--- src/rtl/bitrev_rr_sched_if.sv ---
// Request/response bundle for bitrev_rr_sched: NUM_REQ valid/ready request
// ports feeding one valid/ready output carrying the reversed word and its source index.
interface bitrev_rr_sched_if #(
    parameter  int DATA_WIDTH = 32,
    parameter  int NUM_REQ    = 4,
    localparam int ID_WIDTH   = $clog2(NUM_REQ)
);
    logic [NUM_REQ-1:0]            req_valid;
    logic [NUM_REQ*DATA_WIDTH-1:0] req_data;
    logic [NUM_REQ-1:0]            req_ready;
    logic                          out_valid;
    logic                          out_ready;
    logic [DATA_WIDTH-1:0]         out_data;
    logic [ID_WIDTH-1:0]           out_id;

    modport master (
        output req_valid, req_data, out_ready,
        input  req_ready, out_valid, out_data, out_id
    );

    modport slave (
        input  req_valid, req_data, out_ready,
        output req_ready, out_valid, out_data, out_id
    );
endinterface

--- src/rtl/bitrev_rr_sched.sv ---
// Round-robin shared bit-reversal stage with a single registered output slot.
// Optional BITREV_SCHED_STATS_EN adds out_count (transfer counter) and out_stall.
module bitrev_rr_sched #(
    parameter  int DATA_WIDTH = 32,
    parameter  int NUM_REQ    = 4,
    localparam int ID_WIDTH   = $clog2(NUM_REQ)
) (
    input  logic                   clk,
    input  logic                   resetn,
    bitrev_rr_sched_if.slave       bus
`ifdef BITREV_SCHED_STATS_EN
    ,
    output logic [15:0]            out_count,
    output logic                   out_stall
`endif
);

    typedef enum logic {EMPTY = 1'b0, FULL = 1'b1} state_t;

    state_t                state_q, state_d;
    logic [DATA_WIDTH-1:0] data_q, data_d;
    logic [ID_WIDTH-1:0]   id_q, id_d;
    logic [ID_WIDTH-1:0]   ptr_q, ptr_d;

    logic                  load;
    logic                  found;
    logic [ID_WIDTH-1:0]   grant_idx;
    logic [DATA_WIDTH-1:0] sel_data;
    logic [DATA_WIDTH-1:0] rev_data;
    int unsigned           scan_idx;

    always_comb begin
        load      = (state_q == EMPTY) || bus.out_ready;
        found     = 1'b0;
        grant_idx = '0;
        sel_data  = '0;
        scan_idx  = 0;
        // Circular scan starting at the pointer; first valid requester wins.
        for (int unsigned i = 0; i < NUM_REQ; i++) begin
            scan_idx = (32'(ptr_q) + i) % unsigned'(NUM_REQ);
            if (!found && bus.req_valid[scan_idx]) begin
                found     = 1'b1;
                grant_idx = ID_WIDTH'(scan_idx);
                sel_data  = bus.req_data[scan_idx*DATA_WIDTH +: DATA_WIDTH];
            end
        end

        rev_data = '0;
        for (int unsigned k = 0; k < DATA_WIDTH; k++) begin
            rev_data[DATA_WIDTH-1-k] = sel_data[k];
        end

        bus.req_ready = '0;
        if (load && found) begin
            bus.req_ready[grant_idx] = 1'b1;
        end

        state_d = state_q;
        data_d  = data_q;
        id_d    = id_q;
        ptr_d   = ptr_q;
        if (load) begin
            if (found) begin
                state_d = FULL;
                data_d  = rev_data;
                id_d    = grant_idx;
                ptr_d   = (grant_idx == ID_WIDTH'(NUM_REQ-1)) ? '0 : grant_idx + 1'b1;
            end else begin
                state_d = EMPTY;
            end
        end
    end

    always_ff @(posedge clk or negedge resetn) begin
        if (!resetn) begin
            state_q <= EMPTY;
            data_q  <= '0;
            id_q    <= '0;
            ptr_q   <= '0;
        end else begin
            state_q <= state_d;
            data_q  <= data_d;
            id_q    <= id_d;
            ptr_q   <= ptr_d;
        end
    end

    assign bus.out_valid = (state_q == FULL);
    assign bus.out_data  = data_q;
    assign bus.out_id    = id_q;

`ifdef BITREV_SCHED_STATS_EN
    logic [15:0] count_q, count_d;
    logic        stall_q, stall_d;

    always_comb begin
        count_d = count_q;
        if (bus.out_valid && bus.out_ready) begin
            count_d = count_q + 16'd1;
        end
        stall_d = bus.out_valid && !bus.out_ready;
    end

    always_ff @(posedge clk or negedge resetn) begin
        if (!resetn) begin
            count_q <= '0;
            stall_q <= 1'b0;
        end else begin
            count_q <= count_d;
            stall_q <= stall_d;
        end
    end

    assign out_count = count_q;
    assign out_stall = stall_q;
`endif

endmodule
--- src/flat_wrapper.sv ---
// flat-port wrapper written by rule: the top's interface ports become plain ports
module bitrev_rr_sched_flat 
#(
    parameter  int DATA_WIDTH = 32,
    parameter  int NUM_REQ    = 4,
    localparam int ID_WIDTH   = $clog2(NUM_REQ)
)
  (clk, resetn, bus_req_valid, bus_req_data, bus_out_ready, bus_req_ready, bus_out_valid, bus_out_data, bus_out_id);
  bitrev_rr_sched_if #(.DATA_WIDTH(DATA_WIDTH), .NUM_REQ(NUM_REQ)) bus_i ();
  input  logic clk;
  input  logic resetn;
  input wire logic [$bits(bus_i.req_valid)-1:0] bus_req_valid;
  input wire logic [$bits(bus_i.req_data)-1:0] bus_req_data;
  input wire logic [$bits(bus_i.out_ready)-1:0] bus_out_ready;
  output wire logic [$bits(bus_i.req_ready)-1:0] bus_req_ready;
  output wire logic [$bits(bus_i.out_valid)-1:0] bus_out_valid;
  output wire logic [$bits(bus_i.out_data)-1:0] bus_out_data;
  output wire logic [$bits(bus_i.out_id)-1:0] bus_out_id;
  assign bus_i.req_valid = bus_req_valid;
  assign bus_i.req_data = bus_req_data;
  assign bus_i.out_ready = bus_out_ready;
  assign bus_req_ready = bus_i.req_ready;
  assign bus_out_valid = bus_i.out_valid;
  assign bus_out_data = bus_i.out_data;
  assign bus_out_id = bus_i.out_id;
  bitrev_rr_sched #(.DATA_WIDTH(DATA_WIDTH), .NUM_REQ(NUM_REQ)) u_core (.clk(clk), .resetn(resetn), .bus(bus_i));
endmodule
--- config.mk ---
export PLATFORM = sky130hd
export DESIGN_NAME = bitrev_rr_sched_flat
export DESIGN_NICKNAME = d
export VERILOG_FILES = /design/src/rtl/bitrev_rr_sched_if.sv /design/src/rtl/bitrev_rr_sched.sv /design/src/flat_wrapper.sv
export SDC_FILE = /design/constraint.sdc
export NUM_CORES = 1
export LEC_CHECK = 0
export BUFFER_PORTS_ARGS = -buffer_cell sky130_fd_sc_hd__clkbuf_2
export CAP_MARGIN = 20
export CORE_MARGIN = 3
export CORE_UTILIZATION = 56
export CTS_CLUSTER_SIZE = 30
export DETAILED_ROUTE_END_ITERATION = 16
export GPL_TIMING_DRIVEN = 0
export HOLD_SLACK_MARGIN = 0.08
export MAX_ROUTING_LAYER = met4
export PLACE_DENSITY = 0.88
export REMOVE_ABC_BUFFERS = 1
export SLEW_MARGIN = 20
export SYNTH_ARGS = -nofsm -noshare
export SYNTH_HDL_FRONTEND = slang
export SYNTH_SLANG_ARGS = --single-unit
--- constraint.sdc ---
create_clock -name clk -period 4 [get_ports clk]
set_clock_uncertainty 0.15 [all_clocks]
set_input_delay 0.2 -clock clk [delete_from_list [all_inputs] [get_ports clk]]
set_output_delay 0.2 -clock clk [all_outputs]
set_load 0.02 [all_outputs]
Word level (Yosys, flattened, before mapping)
Cells that the tools add are included.
{"block": "op_classes", "n_addsub": 4, "order_cmp": 6, "n_eq_ne": 1, "shifts": 4, "muxes": 25, "bitwise_logic": 1, "reduce_logical": 10}
{"op": "128-bit by 8-bit variable part select with 32-bit output", "count": 4}
{"op": "32-bit 2-to-1 mux", "count": 4}
{"op": "2-bit by 3-bit less-than comparator with 1-bit output, second input constant", "count": 5}
{"op": "1-bit 2-to-1 mux", "count": 10}
{"op": "2-bit 2-to-1 mux", "count": 5}
{"op": "1-bit binary-select mux with 2-bit select", "count": 4}
{"op": "1-bit logical AND", "count": 5}
{"op": "2-bit by 1-bit adder with 2-bit output, second input constant", "count": 2}
{"op": "2-bit adder, second input constant", "count": 2}
{"op": "4-bit 2-to-1 mux", "count": 1}
{"op": "1-bit zero test", "count": 3}
{"op": "1-bit demux with 2-bit select", "count": 1}
{"op": "2-bit equality test, second input constant", "count": 1}
{"op": "2-bit by 1-bit >= comparator with 1-bit output, second input constant", "count": 1}
{"op": "2-bit AND reduction", "count": 1}
{"op": "1-bit logical OR", "count": 1}
{"op": "1-bit inverter", "count": 1}
{"block": "totals", "reg_bits": 37, "inputBits": 135, "out_inout_bits": 39}

Logic depth before layout (Yosys ltp)
Gate-level depths: netlist of the first run.
{"block": "logic_depth", "word_depth": 17, "ltp_mapped": 8, "depth_no_buf": 5}

Least setup slack after synthesis of the first run
No wires, ideal clock.
{"block": "synth_timing", "path_kind": "register to output", "from": "register u_core.ptr_q[1]", "to": "output bus_req_ready[0]", "t_arrival_ps": 1806, "required_ps": 3650, "setup_slack_ps": 1844, "stages_incl_launch_ff": 7, "n_path_buf": 3, "cell_sequence": "dfrtp_1 > buf_2 > clkbuf_1 > clkbuf_1 > o21ai_0 > o311a_1 > nor3b_1"}
{"block": "synth_between", "elab_chain_len": 17}
{"item": "start, declared", "line": "bitrev_rr_sched.sv:23", "rtl": "logic [ID_WIDTH-1:0] ptr_q, ptr_d;"}
{"item": "start signal, assigned", "line": "bitrev_rr_sched.sv:84", "rtl": "ptr_q <= ptr_d;"}
{"item": "parallel branches: the longest is 16 deep, another holds 2-bit by 3-bit less-than comparator with 1-bit output"}
{"item": "4-bit 2-to-1 mux *", "line": "bitrev_rr_sched.sv:54", "rtl": "if (load && found) begin"}
{"item": "end, declared", "line": "flat_wrapper.sv:15", "rtl": "output wire logic [$bits(bus_i.req_ready)-1:0] bus_req_ready;"}
Every way passes the cells marked *. The select of a mux whose other input is x is not followed.

Worst setup path after layout of the first run
{"block": "layout_timing", "from": "register u_core.ptr_q[0]", "to": "register u_core.data_q[21], in the netlist u_core.bus.out_data[21]"}
{"block": "layout_between", "elab_chain_len": 13}
{"item": "parallel branches: the longest is 13 deep, another holds 2-bit by 1-bit adder with 2-bit output"}
{"item": "end signal, assigned", "line": "bitrev_rr_sched.sv:82", "rtl": "data_q <= data_d;"}
{"item": "end, declared", "line": "bitrev_rr_sched.sv:21", "rtl": "logic [DATA_WIDTH-1:0] data_q, data_d;"}
Parallel ways; which one is timed is not known. The select of a mux whose other input is x is not followed.
A chain may end at the register's enable or synchronous reset.

==> results of run 1 <==
cells by family after synthesis:
| kind of cell | count (synthesis) | share of synthesized area |
|---|---|---|
| xor gates and xnor gates | 1 | 0.00178 |
| muxes | 128 | 0.269 |
| AOI/OAI and AO/OA | 222 | 0.327 |
| and+or+nand+nor | 149 | 0.142 |
| buffers and inverters | 76 | 0.0720 |
| DFF | 37 | 0.188 |
per-stage QoR:
stage / cells / hold slack (ps) / power, mW / setup TNS, ps / instance area, sq um
4_1_cts: 844 / 145 / 3.59 / 0 / 5970
3_5_place_dp: 834 / 271 / 3.32 / 0 / 5870
3_3_place_gp: 825 / 272 / 3.32 / -161410 / 5600
6_report: 844 / 152 / 3.63 / 0 / 5970
5_1_grt: 844 / 161 / 3.88 / 0 / 5970
2_1_floorplan: 547 / -246 / 2.71 / -92450 / 4600
state kept, by name (all words and copies together) (netlist names):
| name | count |
|---|---|
| u_core.bus.out_data | 32 |
| u_core.bus.out_valid | 1 |
| u_core.ptr_q | 2 |
| u_core.bus.out_id | 2 |
final cells by class:
type                       instances  share of cell area
sequential                        37               0.156
tap                              105              0.0220
timing repair buffer             184               0.184
clock inverter                     2             0.00168
multi-input combinational        500               0.617
inverter                          10             0.00671
clock buffer                       6              0.0122
power by group through the flow:
stage                     logic, mW  registers [mW]  clock network, mW
after floorplan                1.59            1.11                  0
after global placement         2.34           0.975                  0
after detailed placement       2.53           0.789                  0
after CTS                      2.53           0.784              0.273
after global routing           2.77           0.814              0.293
final                          2.56           0.792              0.274
repair_timing:
| action | 4_1_cts | 5_1_grt |
|---|---|---|
| buffers inserted | 0 | 0 |
| hold buffers | 2 | 0 |
| hold endpoints to repair | 38 | 0 |
synthesized netlist by cell type, drive strengths merged, types with 25 or more instances:
cell type  count
a211oi        29
a221oi        34
a22oi         25
a31oi         31
and2          25
buf           30
clkbuf        36
dfrtp         37
mux2          34
mux2i         94
nand2         36
nor2          66
o211ai        25
o31ai         26
worst register-to-register path, stage by stage (launching register included):
cell and delay (ps):
dfrtp_4 700, or3b_2 580, a21boi_4 590, buf_16 240, or2_1 800, o31ai_1 220, a31oi_1 220
routing by layer:
| layer | part of all wire | up-vias | wire, um |
|---|---|---|---|
| met5 | 0 | - | 0 |
| met4 | 0.024 | 0 | 385 |
| met3 | 0.097 | 59 | 1550 |
| met2 | 0.50 | 400 | 8000 |
| met1 | 0.38 | 2633 | 6110 |
| li1 | - | 2622 | - |
path summary, 6_finish.rpt:
| kind | from | end | slack, ps | depth (start not counted) |
|---|---|---|---|---|
| min in group asynchronous | resetn | u_core.bus.out_id[1] | 420 | 2 |
| max reg2reg | u_core.ptr_q[0] | u_core.bus.out_data[21] | 430 | 6 |
| min | bus_req_data[56] | u_core.bus.out_data[7] | 150 | 4 |
| max | u_core.ptr_q[0] | u_core.bus.out_data[21] | 430 | 6 |
| min reg2reg | u_core.bus.out_id[0] | u_core.bus.out_id[0] | 360 | 2 |
| max in group asynchronous | resetn | u_core.ptr_q[1] | 2620 | 2 |
==> results.tsv, run 1 <==
metric	value	unit
post-synthesis cell count	613	
Post-Route WL	16000	um
top_reg_cell synth	dfrtp_1	
Internal Pwr Total	1.75	mW
reported net switching power	1.88	mW
library cells used by synthesis	45	
gr ovfl total	0	
vias	5714	
Fin. Hold Viols	0	
clock period minus worst slack	3570	ps
met3 Resource Use GR	0.0477	
register share of total power	0.218	
Post-synth ARST share	1.00	
clock sinks	37	
Initial Util	0.587	
via/cell ratio	6.77	
Logic pwr share	0.706	
Setup-failing EPs final	0	
maximum number of pins on one net before global-route repair	85	
leakage power	2.74	nW
Crit. End Element	flop	
Final HPWL DP	11200	um
CTS Buffer Depth	2	
Antenna Cells	0	
Synth area leaders	mux2i_1, dfrtp_1, mux2_2, a221oi_1, nor2_1	
Clock Pin Slew Worst Setup and Hold Paths	80	ps
Clock Latency Late Sink	290	ps
TritonCTS Buffers	5	
number of synthesized flops with an enable pin	0	
Slew headroom	0.266	
unrepaired setup endpoints after global routing	no	
footprint of the multi-input gates	0.00368	sq mm
initial antenna violation count	0	
Die Ht	99.7	um
die area	0.00995	sq mm
Port Buffers	173	
pre-CTS WS	475	ps
share of cells above drive strength 1	0.318	
CTS tree	built	
Rows	33	
part of the power in the clock network	0.075	
synthesized area	0.00492	sq mm
number of max-capacitance violations reported	0	
Core ar.	0.00838	sq mm
final worst slack	427	ps
Power Density	608	mW/mm^2
Critical path buffers and inverters	1	
Starting DRT DRC Count	291	
register area	933	sq um
Root Driver	clkbuf_8	
Worst Tran Pin Value	1100	ps
Min-Delay Path Class	in -> reg	
Synth Warn #	0	
crit share post-route	0.893	
area grow syn2layout	21.3	%
gpl congestion	0.887	
wire per inst	19.0	um
Die Span X	99.7	um
H-tree levels	2	
Fill cells	651	
switching share of power	0.519	
Total Routing Usage GR	0.318	
status	complete, no violations	
syn avg cell area	8.03	sq um
area leader, netlist	mux2i_1	
met2 Use GR	0.547	
first-pass GRT wire length	25700	um
kind of critical path	reg -> reg	
DRC	0	
post-CTS sizing	0	
vias in the first global route	5703	
share of the synthesized area in the top cell type	0.191	
slowest CP cell	or2_1	
slowest stage delay, CP	800	ps
Antenna Violating Nets Remaining	0	
Max rail drop VDD	341	uV
busiest grt layer	met2	
max-slew violations	0	
Crit path arrival time	3640	ps
GR met1 Demand/Resource	0.372	
Seq/Total Area, Yosys	0.188	
DRT Pass-1 Iters	8	
crit-path max FO	35	
Final #Nets	873	
crit start category	flop	
io pins	174	
delay-heaviest family, CP	simple AND/OR/NAND/NOR gates	
synthesized flop and latch total	37	
CP required	4060	ps
commonest non-fill, non-tap cell in the layout	clkbuf_2	
most frequent cells in the layout	clkbuf_2, mux2i_1, nor2_1	
Fmax achieved	280	MHz
Finished Core Util	0.712	
crit path cell chain	or3b_2, a21boi_4, buf_16, or2_1, o31ai_1, a31oi_1	
No activity file was read; power rests on OpenSTA's default activity.
==> run 2, diff against run 1 <==
Settings changed: PLACE_DENSITY 0.88 to 0.95.
==> results.tsv, run 2 (synthesis results as in run 1) <==
metric	value	unit	change
reported net switching power	1.89	mW	+0.30%
Crit path depth	6		unchanged
worst reg-to-reg path cell count	6		unchanged
area grow syn2layout	20.9	%	
die area	0.00995	sq mm	unchanged
Clock Latency Late Sink	290	ps	about the same
final worst slack	438	ps	+10.3 ps
first-pass GRT wire length	26200	um	+1.6%
Starting DRT DRC Count	434		+49%
clock period minus worst slack	3560	ps	-10.3 ps
post-route cell area	0.00595	sq mm	-0.38%
Core ar.	0.00838	sq mm	unchanged
Final #Nets	872		-0.11%
Post-Route WL	16400	um	+2.0%
Power Density	613	mW/mm^2	+0.80%
Die Span X	99.7	um	unchanged
TritonCTS Buffers	5		unchanged
clock sinks	37		unchanged
CTS tree	built		
max reg flops	32		unchanged
Fmax achieved	281	MHz	+0.29%
Worst Tran Pin Value	1100	ps	+2.61 ps
footprint of the multi-input gates	0.00368	sq mm	unchanged
pre-CTS WS	518	ps	+42.8 ps
Port Buffers	173		unchanged
Setup-failing EPs final	0		unchanged
Min-Delay Path Class	in -> reg		
crit share post-route	0.891		-0.00258
gpl congestion	0.835		-5.9%
Fill cells	638		-2.0%
Setup TNS	0	ps	unchanged
delay-heaviest family, CP	simple AND/OR/NAND/NOR gates		
crit path cell chain	or3b_2, a21boi_4, buf_16, or2_1, o31ai_1, a31oi_1		
RR Startpoint	u_core.ptr_q[0]		
register area	933	sq um	unchanged
crit-path max FO	32		-8.6%
Critical path buffers and inverters	1		unchanged
worst hold slack	88.2	ps	-63.6 ps
gr ovfl total	0		unchanged
H-tree levels	2		unchanged
Initial Util	0.587		unchanged
Crit path arrival time	3620	ps	-20 ps
vias in the first global route	5732		+0.51%
via/cell ratio	6.88		+1.7%
Logic pwr share	0.705		about the same
Clock Pin Slew Worst Setup and Hold Paths	80	ps	about the same
Total Routing Usage GR	0.323		+0.00562
initial antenna violation count	0		unchanged
wire per inst	19.4	um	+2.3%
CTS Buffer Depth	2		unchanged
Final HPWL DP	11400	um	+1.8%
Fin. Hold Viols	0		unchanged
DRC	0		unchanged
maximum number of pins on one net before global-route repair	85		unchanged
Die Ht	99.7	um	unchanged
Max rail drop VDD	298	uV	-13%
r2r endpoint	u_core.bus.out_data[20]		
unrepaired setup endpoints after global routing	no		
Critical Path End	u_core.bus.out_data[20]		
slowest CP cell	or2_1		
Root Driver	clkbuf_8		
crit path launch	u_core.ptr_q[0]		
Final Power	3.65	mW	+0.42%
area post-placement	0.00585	sq mm	-0.28%
Slew headroom	0.264		-0.00175
slowest stage delay, CP	830	ps	+30 ps
crit start category	flop		
Internal Pwr Total	1.76	mW	+0.55%
Antenna Violating Nets Remaining	0		unchanged
share of cells above drive strength 1	0.318		-0.000494
io pins	174		unchanged
status	complete, no violations		
commonest non-fill, non-tap cell in the layout	clkbuf_2		
vias	5796		+1.4%
kind of critical path	reg -> reg		
register share of total power	0.217		about the same
leakage power	2.73	nW	-0.44%
switching share of power	0.518		-0.000624
Antenna Cells	0		unchanged
part of the power in the clock network	0.078		+0.003
max-slew violations	0		unchanged
DRT Pass-1 Iters	7		-1
number of max-capacitance violations reported	0		unchanged
most frequent cells in the layout	clkbuf_2, mux2i_1, nor2_1		
Rows	33		unchanged
CP required	4060	ps	about the same
flop-to-flop setup slack	440	ps	about the same
Crit. End Element	flop		
==> run 2: cell types whose count changed in the layout (fill, tap and decap cells not counted), sizes merged <==
cell	delta
clkinv	-2
clkbuf	+1
dlygate4sd3	-1
==> run 2: how the worst min path moves through the flow <==
stage,endpoint,startpoint,cells past startpoint,slack (ps)
5_1_grt,u_core.bus.out_valid,bus_out_ready,4,100
3_5_place_dp,u_core.bus.out_id[0],resetn,1,270
4_1_cts,u_core.bus.out_valid,bus_out_ready,4,80
6_report,u_core.bus.out_valid,bus_out_ready,4,90
2_1_floorplan,u_core.bus.out_data[0],resetn,0,-250
3_3_place_gp,u_core.bus.out_id[0],resetn,1,260
==> run 2: metrics by stage <==
stage	instances	util
2_1_floorplan	547	-
3_3_place_gp	825	0.668
3_5_place_dp	834	0.698
4_1_cts	842	0.710
5_1_grt	842	0.710
6_report	842	0.710
==> run 2: per-layer routing <==
layer	global-route usage	up-vias	part of all wire
li1	-	2618	-
met1	0.371	2678	0.37
met2	0.551	418	0.50
met3	0.0393	82	0.085
met4	0.166	0	0.040
met5	-	-	0
==> run 2: power groups by stage <==
stage	Clock (mW)	Sequential [mW]	Combinational (mW)
after global placement	0	0.967	2.32
after detailed placement	0	0.790	2.53
final	0.284	0.792	2.57
after global routing	0.295	0.818	2.76
after floorplan	0	1.11	1.59
after CTS	0.283	0.784	2.53
==> run 2: timing repair <==
action	CTS	global route
hold endpoints to repair	37	0
resized for setup	0	0
hold buffers	1	0
buffers inserted	0	0
==> run 2: final cells by class <==
type	count	area share
well taps	105	0.0221
multi-input cells	500	0.619
inverters	10	0.00673
repair buffers	183	0.181
flip-flops and latches	37	0.157
clock buffers	7	0.0145
==> run 2: tightest hold or removal path: stages <==
cell      delay, ps
clkbuf_2         70
inv_1            80
nand2_1          80
nand2_1          60
==> run 3, diff against run 2 <==
Settings changed: ABC_AREA set to 1, CORE_UTILIZATION 56 to 58, CTS_CLUSTER_SIZE 30 to 16.
==> results.tsv, run 3 <==
metric	value	unit	change
H-tree levels	2		unchanged
Crit path arrival time	3510	ps	-110 ps
Slew headroom	0.377		+0.113
Setup-failing EPs final	0		unchanged
top_reg_cell synth	dfrtp_1		
crit-path max FO	45		+41%
Port Buffers	173		unchanged
Starting DRT DRC Count	682		+57%
area post-placement	0.00646	sq mm	+10%
Setup TNS	0	ps	unchanged
Rows	35		+6.1%
met3 wire length	2120	um	+52%
hold path start	bus_out_ready		
Core ar.	0.00942	sq mm	+12%
gpl congestion	0.862		+3.2%
commonest cells in the synthesized netlist	nand2_1, o21ai_0, nand3_1		
Die Ht	105	um	+5.7%
Post-synth ARST share	1.00		unchanged
Initial Util	0.609		+0.0223
synthesized flop and latch total	37		unchanged
most frequent cell after synthesis	nand2_1		
Final HPWL DP	11200	um	-1.7%
Fin. Hold Viols	0		unchanged
clock sinks	37		unchanged
Antenna Violating Nets Remaining	0		unchanged
library cells used by synthesis	24		-47%
Power Density	958	mW/mm^2	+56%
status	complete, no violations		
Final #Nets	1338		+53%
share of the synthesized area in the top cell type	0.377		+0.186
Crit. End Element	output pin		
Total Routing Usage GR	0.311		-0.0126
io pins	174		unchanged
DRC	0		unchanged
CTS tree	built		
die area	0.0111	sq mm	+12%
Seq/Total Area, Yosys	0.161		-0.0268
Clock Latency Late Sink	300	ps	about the same
Synth Warn #	0		unchanged
RR Startpoint	u_core.ptr_q[1]		
crit start category	flop		
synthesized area	0.00574	sq mm	+17%
Worst Tran Pin Value	934	ps	-167 ps
CP required	3650	ps	-410 ps
area leader, netlist	nand2_1		
commonest non-fill, non-tap cell in the layout	nand2_1		
Antenna Cells	0		unchanged
unrepaired setup endpoints after global routing	no		
most frequent cells in the layout	nand2_1, clkbuf_2, o21ai_0		
max reg flops	32		unchanged
Clock Pin Slew Worst Setup and Hold Paths	90	ps	about the same
Synth area leaders	nand2_1, dfrtp_1, o21ai_0, mux2i_1, nand3_1		
kind of critical path	reg -> out		
via/cell ratio	5.58		-19%
syn avg cell area	5.29	sq um	-34%
leakage power	4.08	nW	+50%
Min-Delay Path Class	in -> reg		
crit share post-route	0.966		+0.0754
DRT Pass-1 Iters	5		-2
Die Span X	105	um	+5.7%
clock period minus worst slack	3860	ps	+302 ps
Post-Route WL	18800	um	+15%
Root Driver	clkbuf_8		
top layer reached by signal wires	met4		
area grow syn2layout	18.0	%	
number of max-capacitance violations reported	0		unchanged
CTS Buffer Depth	2		unchanged
gr ovfl total	0		unchanged
vias	7436		+28%
TritonCTS Buffers	5		unchanged
Final Power	6.49	mW	+78%
Max rail drop VDD	529	uV	+77%
maximum number of pins on one net before global-route repair	107		+26%
worst hold slack	134	ps	+45.8 ps
crit path launch	u_core.ptr_q[1]		
max-slew violations	0		unchanged
initial antenna violation count	0		unchanged
post-route cell area	0.00677	sq mm	+14%
first-pass GRT wire length	28400	um	+8.4%
post-synthesis cell count	1084		+77%
DR WL met2	8760	um	+6.9%
Fmax achieved	259	MHz	-7.8%
wire per inst	14.1	um	-27%
share of cells above drive strength 1	0.179		-0.138
vias in the first global route	6372		+11%
met1 layer wirelength in the final routing	7240	um	+18%
number of synthesized flops with an enable pin	0		unchanged
run 3: cell types whose count changed in the layout (fill, tap and decap cells not counted), sizes merged, moves of 34 or more:
cell,before,now
nand2,36,587
a221oi,34,0
inv,10,73
o21ai,22,130
mux2i,94,53
nand3,0,78
mux2,34,0
nor2,66,11
run 3: cell families after synthesis:
family / after synthesis / share of synthesized area
buffers and inverters: 152 / 0.129
AOI/OAI and AO/OA: 168 / 0.148
muxes: 53 / 0.0925
and+or+nand+nor: 674 / 0.469
DFF: 37 / 0.161
run 3: layer usage:
layer,global-route usage,vias up
li1,-,3673
met1,0.373,3213
met2,0.529,462
met3,0.0404,88
met4,0.119,0
met5,-,-
run 3: where the power goes:
group	switching (mW)	internal [mW]
registers	0.172	0.579
logic	3.70	1.76
clock network	0.152	0.124
total	4.03	2.46
run 3: timing repair:
action | CTS | global route
buffers inserted | 1 | 3
hold buffers | 1 | 0
gates resized for setup | 15 | 4
pin swaps | 1 | 3
cloned | 1 | 4
hold endpoints to repair | 37 | 0
setup endpoints to repair | 41 | 4
run 3: worst max-delay path, cell delays in order, from the launching register on:
cell and delay (ps):
dfrtp_4 610, buf_12 220, inv_12 250, nand2_2 190, nand2_8 200, buf_16 210
nand2_2 160, nand2_8 210, nor2_4 60, nand3_2 140, nand2_8 230, clkinv_16 210
nand2_1 100, nor2_1 160, clkbuf_2 200
run 3: worst paths after layout:
check                                               end  slack, ps  cells after the start
worst max-delay path                   bus_req_ready[0]        140                     14
worst min-delay path               u_core.bus.out_valid        130                      4
worst max register to register  u_core.bus.out_data[14]        570                     12
worst min register to register  u_core.bus.out_data[22]        330                      2
max in group asynchronous               u_core.ptr_q[0]       2590                      2
min in group asynchronous          u_core.bus.out_valid        430                      2
run 3: metrics by stage:
stage                util  instances  worst slack, ps
finish              0.719       1333              136
global route        0.719       1333             26.2
CTS                 0.708       1326             4.10
detailed placement  0.686       1315            -1200
global placement    0.670       1308            -6410
floorplan               -       1006            -3630
run 3: cell type report:
class | count | area [sq um]
fillers | 837 | 2650
flip-flops and latches | 37 | 933
clock buffers | 8 | 80.1
repair buffers | 186 | 1100
inverters | 74 | 322
multi-input cells | 899 | 4170
well taps | 129 | 161
